==> src/rtl/gate_exercise_pkg.sv <==
// Shared types and reference model for the gate exerciser: FSM states,
// bit positions inside the packed gate_in bus, and the expected gate outputs.
package gate_exercise_pkg;

  typedef enum logic [1:0] {
    IDLE,
    SETTLE,
    CHECK,
    DONE
  } state_t;

  localparam int AND_B   = 0;
  localparam int OR_B    = 1;
  localparam int NOT_A_B = 2;
  localparam int NOT_B_B = 3;
  localparam int NAND_B  = 4;
  localparam int NOR_B   = 5;
  localparam int XOR_B   = 6;
  localparam int XNOR_B  = 7;

  function automatic logic [7:0] expected_gates(input logic a, input logic b);
    logic [7:0] g;
    g          = '0;
    g[AND_B]   = a & b;
    g[OR_B]    = a | b;
    g[NOT_A_B] = ~a;
    g[NOT_B_B] = ~b;
    g[NAND_B]  = ~(a & b);
    g[NOR_B]   = ~(a | b);
    g[XOR_B]   = a ^ b;
    g[XNOR_B]  = ~(a ^ b);
    return g;
  endfunction

endpackage

==> src/rtl/gate_exercise_checker.sv <==
// Compares sampled gate outputs against the reference model and accumulates
// per-vector failure flags and a failure count across one run.
module gate_exercise_checker
  import gate_exercise_pkg::*;
(
  input  logic       clk,
  input  logic       rst_n,
  input  logic       ena,
  input  logic       clear,
  input  logic       sample,
  input  logic [1:0] vec,
  input  logic [7:0] gate_in,
  output logic [3:0] fail_vec,
  output logic [2:0] err_count,
  output logic       vec_mismatch
);

  // vec is {a,b}, so the reference inputs come straight from its bits.
  assign vec_mismatch = (gate_in != expected_gates(vec[1], vec[0]));

  always_ff @(posedge clk or negedge rst_n) begin
    if (!rst_n) begin
      fail_vec  <= '0;
      err_count <= '0;
    end else if (ena) begin
      if (clear) begin
        fail_vec  <= '0;
        err_count <= '0;
      end else if (sample && vec_mismatch) begin
        fail_vec[vec] <= 1'b1;
        err_count     <= err_count + 3'd1;
      end
    end
  end

endmodule

==> src/rtl/gate_exercise_sequencer.sv <==
// Self-test sequencer: steps {a,b} through 00..11, waits SETTLE_CYCLES per
// vector, then samples the gate block once and records pass/fail results.
module gate_exercise_sequencer
  import gate_exercise_pkg::*;
#(
  parameter int SETTLE_CYCLES = 4
) (
  input  logic       clk,
  input  logic       rst_n,
  input  logic       ena,
  input  logic       start,
  output logic       a_out,
  output logic       b_out,
  input  logic [7:0] gate_in,
  output logic       busy,
  output logic       done,
  output logic       pass,
  output logic [2:0] err_count,
  output logic [3:0] fail_vec
);

  if (SETTLE_CYCLES < 1 || SETTLE_CYCLES > 255) begin : g_bad_settle
    $error("SETTLE_CYCLES must be in 1..255");
  end

  localparam logic [7:0] SETTLE_LAST = 8'(SETTLE_CYCLES - 1);

  state_t     state, state_next;
  logic [7:0] cnt, cnt_next;
  logic [1:0] vec, vec_next;
  logic       busy_next, done_next, pass_next;
  logic       run_start, sample, vec_mismatch;

  assign a_out = vec[1];
  assign b_out = vec[0];

  always_ff @(posedge clk or negedge rst_n) begin
    if (!rst_n) begin
      state <= IDLE;
      cnt   <= '0;
      vec   <= '0;
      busy  <= 1'b0;
      done  <= 1'b0;
      pass  <= 1'b0;
    end else if (ena) begin
      state <= state_next;
      cnt   <= cnt_next;
      vec   <= vec_next;
      busy  <= busy_next;
      done  <= done_next;
      pass  <= pass_next;
    end
  end

  always_comb begin
    state_next = state;
    cnt_next   = cnt;
    vec_next   = vec;
    busy_next  = busy;
    done_next  = done;
    pass_next  = pass;
    run_start  = 1'b0;
    sample     = 1'b0;
    case (state)
      IDLE, DONE: begin
        if (start) begin
          state_next = SETTLE;
          cnt_next   = '0;
          vec_next   = '0;
          busy_next  = 1'b1;
          done_next  = 1'b0;
          pass_next  = 1'b0;
          run_start  = 1'b1;
        end
      end
      SETTLE: begin
        if (cnt == SETTLE_LAST) begin
          state_next = CHECK;
        end else begin
          cnt_next = cnt + 8'd1;
        end
      end
      CHECK: begin
        sample = 1'b1;
        if (vec == 2'd3) begin
          state_next = DONE;
          busy_next  = 1'b0;
          done_next  = 1'b1;
          // The final vector's result lands in err_count on this same edge.
          pass_next  = (err_count == 3'd0) && !vec_mismatch;
        end else begin
          state_next = SETTLE;
          vec_next   = vec + 2'd1;
          cnt_next   = '0;
        end
      end
      default: state_next = IDLE;
    endcase
  end

  gate_exercise_checker u_checker (
    .clk          (clk),
    .rst_n        (rst_n),
    .ena          (ena),
    .clear        (run_start),
    .sample       (sample),
    .vec          (vec),
    .gate_in      (gate_in),
    .fail_vec     (fail_vec),
    .err_count    (err_count),
    .vec_mismatch (vec_mismatch)
  );

endmodule

==> config.mk <==
export PLATFORM = sky130hd
export DESIGN_NAME = gate_exercise_sequencer
export DESIGN_NICKNAME = d
export VERILOG_FILES = /design/src/rtl/gate_exercise_pkg.sv /design/src/rtl/gate_exercise_checker.sv /design/src/rtl/gate_exercise_sequencer.sv
export SDC_FILE = /design/constraint.sdc
export NUM_CORES = 1
export LEC_CHECK = 0
export ABC_AREA = 0
export CAP_MARGIN = 40
export CORE_UTILIZATION = 25
export DETAILED_ROUTE_END_ITERATION = 10
export HOLD_SLACK_MARGIN = 0.15
export SLEW_MARGIN = 20
export SYNTH_ARGS = -nofsm -noshare
export SYNTH_HDL_FRONTEND = slang
export SYNTH_HIERARCHICAL = 1
export SYNTH_SLANG_ARGS = --single-unit
==> constraint.sdc <==
create_clock -name clk -period 3.1 [get_ports clk]
set_input_delay 0.93 -clock clk [delete_from_list [all_inputs] [get_ports clk]]
set_output_delay 0.93 -clock clk [all_outputs]
set_load 0.05 [all_outputs]
==> results.txt, run 1 <==
----------------------------------------------------
[Placed design]
  Post-place instance area ... 0.00178 mm^2
  Global placement routability congestion ... 0.759
  Total of buffers placed on input and output ports ... 23
  Final HPWL DP ... 2.20 mm

[Global routing]
  Number of global-route vias before repair ... 1,095
  Overall overflow remaining after global route ... 0
  First-pass GRT wire length ... 5.31 mm
  Tot GR Track Use ... 0.109
  Pin count of the biggest net entering global routing ... 23
  Number of antenna violations at the first check in global routing ... 0

[Run status]
  Outcome ... finished, final reports clean

[Synthesis]
  Top-area cell type share of the netlist area ... 0.378
  Most used DFF post-synth ... sky130_fd_sc_hd__dfrtp_1
  Total standard cell area after synthesis ... 0.00146 mm^2
  Post-Syn Area per Cell ... 9.65 um^2
  Total of warnings raised by yosys ... 6
  Seq cells post-synth ... 22
  Async S/R FF share, synth ... 1.00
  Area leader, netlist ... sky130_fd_sc_hd__dfrtp_1
  Sequential share of the synthesized area ... 0.378
  Synthesized net count ... around 170
  Top cells by area in the synthesized netlist ... sky130_fd_sc_hd__dfrtp_1 (38%), sky130_fd_sc_hd__ha_1 (8.6%), sky130_fd_sc_hd__nand2_1 (4.4%), sky130_fd_sc_hd__nand3_1 (3.4%), sky130_fd_sc_hd__o311ai_2 (3.3%)
  Syn Inst Count ... 151
  Cell variety after synth ... between 40 and 50
  Number of flops mapped to enable cells by yosys ... 0

[Clock network]
  Number of buffers inserted during clock tree synthesis ... 3
  Number of H-tree levels ... 1
  Clock root buffer ... sky130_fd_sc_hd__clkbuf_8
  Post-CTS setup buffers ... 0
  Clock-pin slew of the registers on the worst-case setup and hold paths ... around 0.090 ns
  Hold Buf Count CTS ... 0
  Number of sinks handled by clock tree synthesis ... 22
  CTS tree ... built
  Post-cts sizing count ... 0
  Worst-case clock buffer depth ... 2
  Clock latency on the worst-skew pair ... 0.27 ns

[Die]
  Initial Utilization ... 0.262
  Total number of placement rows ... 27
  CORE AREA ... 0.00557 mm^2
  Floorplan die height ... between 70 and 80 um
  Boundary pin count ... 24
  Die extent in x ... 78.4 um
  Floorplan die area ... 0.00614 mm^2

[Critical path]
  Kind of end point of the critical path ... primary output
  Cell with the biggest individual delay on the critical path ... sky130_fd_sc_hd__clkdlybuf4s50_1
  Startpoint-to-endpoint class of the critical path ... reg -> out
  Sort of element at the start of the critical path ... register
  Family with the most delay on the worst path ... buffers and inverters
  Number of buffer and inverter stages on the critical path ... 1
  Crit path max fanout ... 8
  Total number of cells along the worst setup path ... 1
  Cell depth of the worst flop-to-flop path ... 9
  Signal arrival time at the worst endpoint ... 1.64 ns
  Delay contributed by the slowest stage of the critical path ... roughly 0.86 ns
  Endpoint required time on the critical path ... 2.17 ns
  Sequence of cells on the critical path ... clkdlybuf4s50_1

[STA]
  Headroom to the max-slew limit ... 0.668
  WHS ... 0.501 ns
  Worst-margin pin slew ... 0.496 ns
  Setup repair after global routing missed its margin ... false
  Number of endpoints with negative hold slack in the final report ... 0
  Post-route minimum period ... approximately 2.6 ns
  Max-slew violation count ... 0
  Worst Clk Skew ... 0.00505 ns
  Final setup violation count ... 0
  Share of the cycle needed by the critical path after routing ... 0.829
  Fmax ... about 0.39 GHz
  Setup TNS after final layout ... 0 ns

[Route]
  Count of antenna-violating nets left after detailed routing ... 0
  Routed via count ... 1,192
  Number of remaining DRC errors ... 0
  Starting DRT DRC Count ... 77
  First-pass detailed-route iteration total ... 4
  DR vias/cell ... 4.79
  Wire length per cell after detailed routing ... 12.1 um
  WL final ... 3.02 mm

[Power and ir drop]
  Peak supply drop ... 0.000409 V
  Leakage dissipation ... 0.000769 uW
  Power density relative to cell area ... 815 mW/mm^2

[Min path]
  Worst Hold Depth ... 2
  Type of the worst min-delay path ... reg -> reg

[Layout]
  Post-layout util ... 0.331
  P&R area growth vs syn ... 26.7%
  Layout net count ... 200
  Cell area after layout ... 0.00185 mm^2
  Share of cells above drive strength 1 ... 0.107
  Inserted Diodes ... 0

[Run]
  Max-Cap Viols ... 0

----------------------------------------------------
## layout make-up
cell class              count  area [um^2]
repair buffers             26          253
inverters                  11         41.3
clock inverters             1         30.0
well taps                  72         90.1
flip-flops and latches     22          551
multi-input cells         114          841
fillers                   578         3730
clock buffers               3         41.3
## power breakdown
part           leakage (uW)  internal (uW)  switching [uW]
Combinational      0.000450            306             465
Clock             0.0000357            173             103
Sequential         0.000283            362            97.3
## layer usage
layer | part of all wire | global-route usage
met1 | 0.51 | 0.147
met2 | 0.43 | 0.175
met3 | 0.056 | 0.0349
met4 | 0 | 0.0111
met5 | 0 | 0
## kinds of logic after synthesis
logic type / synth area share
AND/OR/NAND/NOR: 0.255
AO/OA/AOI/OAI: 0.194
flip-flops: 0.378
buffers and inverters: 0.0455
adder cells (fa/ha/maj): 0.0858
XOR/XNOR: 0.0180
multiplexers: 0.0240
## cell usage after synthesis (2+ instances only)
library cell and count:
sky130_fd_sc_hd__nor3b_2 2, sky130_fd_sc_hd__nand3_1 10, sky130_fd_sc_hd__and2_1 3, sky130_fd_sc_hd__o21ai_1 4, sky130_fd_sc_hd__mux2i_1 2, sky130_fd_sc_hd__nand4_1 2
sky130_fd_sc_hd__a31oi_1 2, sky130_fd_sc_hd__a21oi_1 4, sky130_fd_sc_hd__and3b_1 3, sky130_fd_sc_hd__xor2_1 2, sky130_fd_sc_hd__o211ai_1 2, sky130_fd_sc_hd__dfrtp_1 22
sky130_fd_sc_hd__nor3b_1 5, sky130_fd_sc_hd__buf_2 2, sky130_fd_sc_hd__nand2b_1 4, sky130_fd_sc_hd__nor2_1 4, sky130_fd_sc_hd__a32o_1 3, sky130_fd_sc_hd__inv_1 11
sky130_fd_sc_hd__o21ai_0 9, sky130_fd_sc_hd__o311ai_2 3, sky130_fd_sc_hd__ha_1 10, sky130_fd_sc_hd__nor3_1 3, sky130_fd_sc_hd__nand2_1 17
## registers in the layout, indices dropped and copies added, names as in the netlist
signal               flops
vec                      2
u_checker/fail_vec       4
u_checker/err_count      3
state                    2
pass                     1
cnt                      8
busy                     1
done                     1
## cell usage in the layout, fill, tap and decap left out, drive strengths merged, types with 3 or more instances in the layout
cell,n
clkdlybuf4s50,23
dfrtp,22
nand2,17
o21ai,13
inv,11
nand3,11
ha,10
nor3b,7
nand2b,5
a21oi,4
nor2,4
and2,3
nor3,3
a32o,3
clkbuf,3
buf,3
and3b,3
o311ai,3
o211ai,3
## per-stage QoR
step	setup WS, ns	instances	total power [uW]
3_5_place_dp	0.362	245	1240
4_1_cts	0.509	249	1520
3_3_place_gp	0.408	245	1230
6_report	0.529	249	1510
5_1_grt	0.465	249	1620
2_1_floorplan	0.732	151	1030
## worst paths after layout
kind	start	slack [ns]	to
max	vec[0]$_DFFE_PN0P_	0.53	b_out
min	u_checker/fail_vec[3]$_DFFE_PN0P_	0.50	u_checker/fail_vec[3]$_DFFE_PN0P_
max reg2reg	vec[0]$_DFFE_PN0P_	0.83	pass$_DFFE_PN0P_
min reg2reg	u_checker/fail_vec[3]$_DFFE_PN0P_	0.50	u_checker/fail_vec[3]$_DFFE_PN0P_
max in group asynchronous	rst_n	1.86	done$_DFFE_PN0P_
min in group asynchronous	rst_n	1.00	u_checker/fail_vec[0]$_DFFE_PN0P_
(Power assumes the default switching activity.)
==> inputs of run 2 (changes only) <==
==> constraint.sdc (replaced) <==
create_clock -name clk -period 2.5 [get_ports clk]
set_input_delay 0.75 -clock clk [delete_from_list [all_inputs] [get_ports clk]]
set_output_delay 0.75 -clock clk [all_outputs]
set_load 0.05 [all_outputs]
==> run 2 against run 1 <==
Sequential share of layout area decreased by 0.48 points. Via count increased by 0.67%. First-iteration DRC count decreased by 6.5%. Non-clock buffer count increased by 4. Final cell count increased by 1.6%. Clock power increased by 24%. Count of clock-buffer cells in the layout unchanged. Largest power group unchanged.
==> results.txt, run 2 (synthesis gave the netlist of run 1 again) <==
----------------------------------------------------
[Clock network]
  Hold Buf Count CTS ... 0
  Post-CTS setup buffers ... 0
  CTS tree ... built
  Clock root buffer ... sky130_fd_sc_hd__clkbuf_8
  Worst-case clock buffer depth ... 2
  Post-cts sizing count ... 0
  Number of buffers inserted during clock tree synthesis ... 3
  Number of H-tree levels ... 1
  Number of sinks handled by clock tree synthesis ... 22
  Clock latency on the worst-skew pair ... roughly 0.27 ns
  Clock-pin slew of the registers on the worst-case setup and hold paths ... approximately 0.10 ns

[Layout]
  Layout net count ... 204
  Cell area after layout ... 0.00188 mm^2
  Inserted Diodes ... 0
  Filler instances ... roughly 570
  Biggest register ... cnt
  Max FFs per register ... 8
  P&R area growth vs syn ... 28.8%
  Share of cells above drive strength 1 ... 0.127
  Leading registers by flop count ... cnt (8), u_checker/fail_vec (4), u_checker/err_count (3)
  Final Instance Count excl. Fillers ... 253
  Leading cell type in the layout, fill and taps excluded ... sky130_fd_sc_hd__clkdlybuf4s50_1
  Highest-count cells in the layout ignoring fill and taps ... sky130_fd_sc_hd__clkdlybuf4s50_1 (23), sky130_fd_sc_hd__dfrtp_1 (22), sky130_fd_sc_hd__nand2_1 (17)

[Critical path]
  Delay contributed by the slowest stage of the critical path ... 0.85 ns
  Startpoint of the most critical setup path ... vec[1]$_DFFE_PN0P_
  Family with the most delay on the worst path ... buffers and inverters
  Crit path max fanout ... 7
  Sort of element at the start of the critical path ... register
  Kind of end point of the critical path ... primary output
  Startpoint-to-endpoint class of the critical path ... reg -> out
  Endpoint required time on the critical path ... roughly 1.8 ns
  Number of buffer and inverter stages on the critical path ... 1
  Sequence of cells on the critical path ... clkdlybuf4s50_1
  Signal arrival time at the worst endpoint ... 1.60 ns
  Cell with the biggest individual delay on the critical path ... sky130_fd_sc_hd__clkdlybuf4s50_1
  Startpoint of the most critical register-to-register path ... vec[1]$_DFFE_PN0P_

[Route]
  DR vias/cell ... 4.74
  Starting DRT DRC Count ... about 70
  Number of remaining DRC errors ... 0
  Wire length per cell after detailed routing ... 12.4 um
  Routed via count ... 1,200
  WL final ... 3.14 mm
  First-pass detailed-route iteration total ... 4
  Count of antenna-violating nets left after detailed routing ... 0

[Global routing]
  Overall overflow remaining after global route ... 0
  Number of antenna violations at the first check in global routing ... 0
  Number of global-route vias before repair ... 1,176
  Tot GR Track Use ... 0.111
  First-pass GRT wire length ... 5.47 mm
  Pin count of the biggest net entering global routing ... 23

[Power and ir drop]
  Leakage dissipation ... 0.000788 uW
  Peak supply drop ... 0.000472 V
  Power density relative to cell area ... 1010 mW/mm^2

[STA]
  Headroom to the max-slew limit ... 0.668
  Final setup violation count ... 0
  Share of the cycle needed by the critical path after routing ... 0.940
  Fmax ... 0.425 GHz
  Post-route minimum period ... ~2.4 ns
  Setup repair after global routing missed its margin ... false
  Worst Clk Skew ... 0.0134 ns
  Number of endpoints with negative hold slack in the final report ... 0
  Max-slew violation count ... 0
  Worst-margin pin slew ... a little under 0.5 ns
  Setup TNS after final layout ... 0 ns

[Die]
  Floorplan die area ... 0.00614 mm^2
  Die extent in x ... 78.4 um
  CORE AREA ... 0.00557 mm^2
  Floorplan die height ... 78.4 um
  Boundary pin count ... 24
  Initial Utilization ... 0.262
  Total number of placement rows ... 27

[Placed design]
  Global placement routability congestion ... 0.778
  Total of buffers placed on input and output ports ... 23
  Number of cells in the design after placement ... ~250
  Post-place instance area ... 0.00181 mm^2
  Final HPWL DP ... roughly 2.3 mm

[Min path]
  Type of the worst min-delay path ... reg -> reg
  Hold wc startpoint ... u_checker/fail_vec[0]$_DFFE_PN0P_

[Run]
  Max-Cap Viols ... 0

[Run status]
  Outcome ... finished, final reports clean

----------------------------------------------------
[run 2: cell count changes in the layout (fill, tap and decap cells not counted), sizes merged]
| cell | previous run | this run |
|---|---|---|
| buf | 3 | 7 |
[run 2: worst paths after layout]
check                                               endpoint  slack (ns)  depth (start not counted)
max                                                    a_out        0.15                          1
min                        u_checker/fail_vec[0]$_DFFE_PN0P_        0.50                          2
max reg2reg                                 pass$_DFFE_PN0P_        0.38                          9
min reg2reg                u_checker/fail_vec[0]$_DFFE_PN0P_        0.50                          2
max in group asynchronous                 cnt[5]$_DFFE_PN0P_        1.42                          2
min in group asynchronous  u_checker/fail_vec[0]$_DFFE_PN0P_        0.83                          2
[run 2: routing by layer]
| metal | track usage | routed length, um | part of all wire | vias up |
|---|---|---|---|---|
| met5 | 0 | 0 | 0 | - |
| met4 | 0.0167 | 10 | 0.0032 | 0 |
| met3 | 0.0372 | 169 | 0.054 | 2 |
| met2 | 0.187 | 1470 | 0.47 | 26 |
| met1 | 0.139 | 1490 | 0.47 | 558 |
| li1 | - | - | - | 614 |
[run 2: where the power goes]
| group | switching, uW | internal [uW] | total (uW) | leakage, uW |
|---|---|---|---|---|
| clock network | 129 | 214 | 343 | 0.0000357 |
| logic | 585 | 399 | 984 | 0.000469 |
| registers | 117 | 448 | 566 | 0.000283 |
| total | 831 | 1060 | 1890 | 0.000788 |
[run 2: cell type report]
class | count | area (um^2) | share of cell area
sequential | 22 | 551 | 0.293
clock buffer | 3 | 41.3 | 0.0220
timing repair buffer | 30 | 283 | 0.151
inverter | 11 | 41.3 | 0.0220
tap | 72 | 90.1 | 0.0480
multi-input combinational | 114 | 841 | 0.448
clock inverter | 1 | 30.0 | 0.0160
[run 2: metrics by stage]
| stage | hold slack [ns] | setup slack (ns) | util | power (uW) |
|---|---|---|---|---|
| after floorplan | 0.454 | 0.132 | - | 1270 |
| after global placement | 0.475 | 0.0458 | 0.324 | 1550 |
| after detailed placement | 0.479 | 0.0764 | 0.324 | 1560 |
| after CTS | 0.501 | 0.126 | 0.337 | 1910 |
| after global routing | 0.538 | 0.0815 | 0.337 | 2040 |
| final | 0.496 | 0.149 | 0.337 | 1890 |
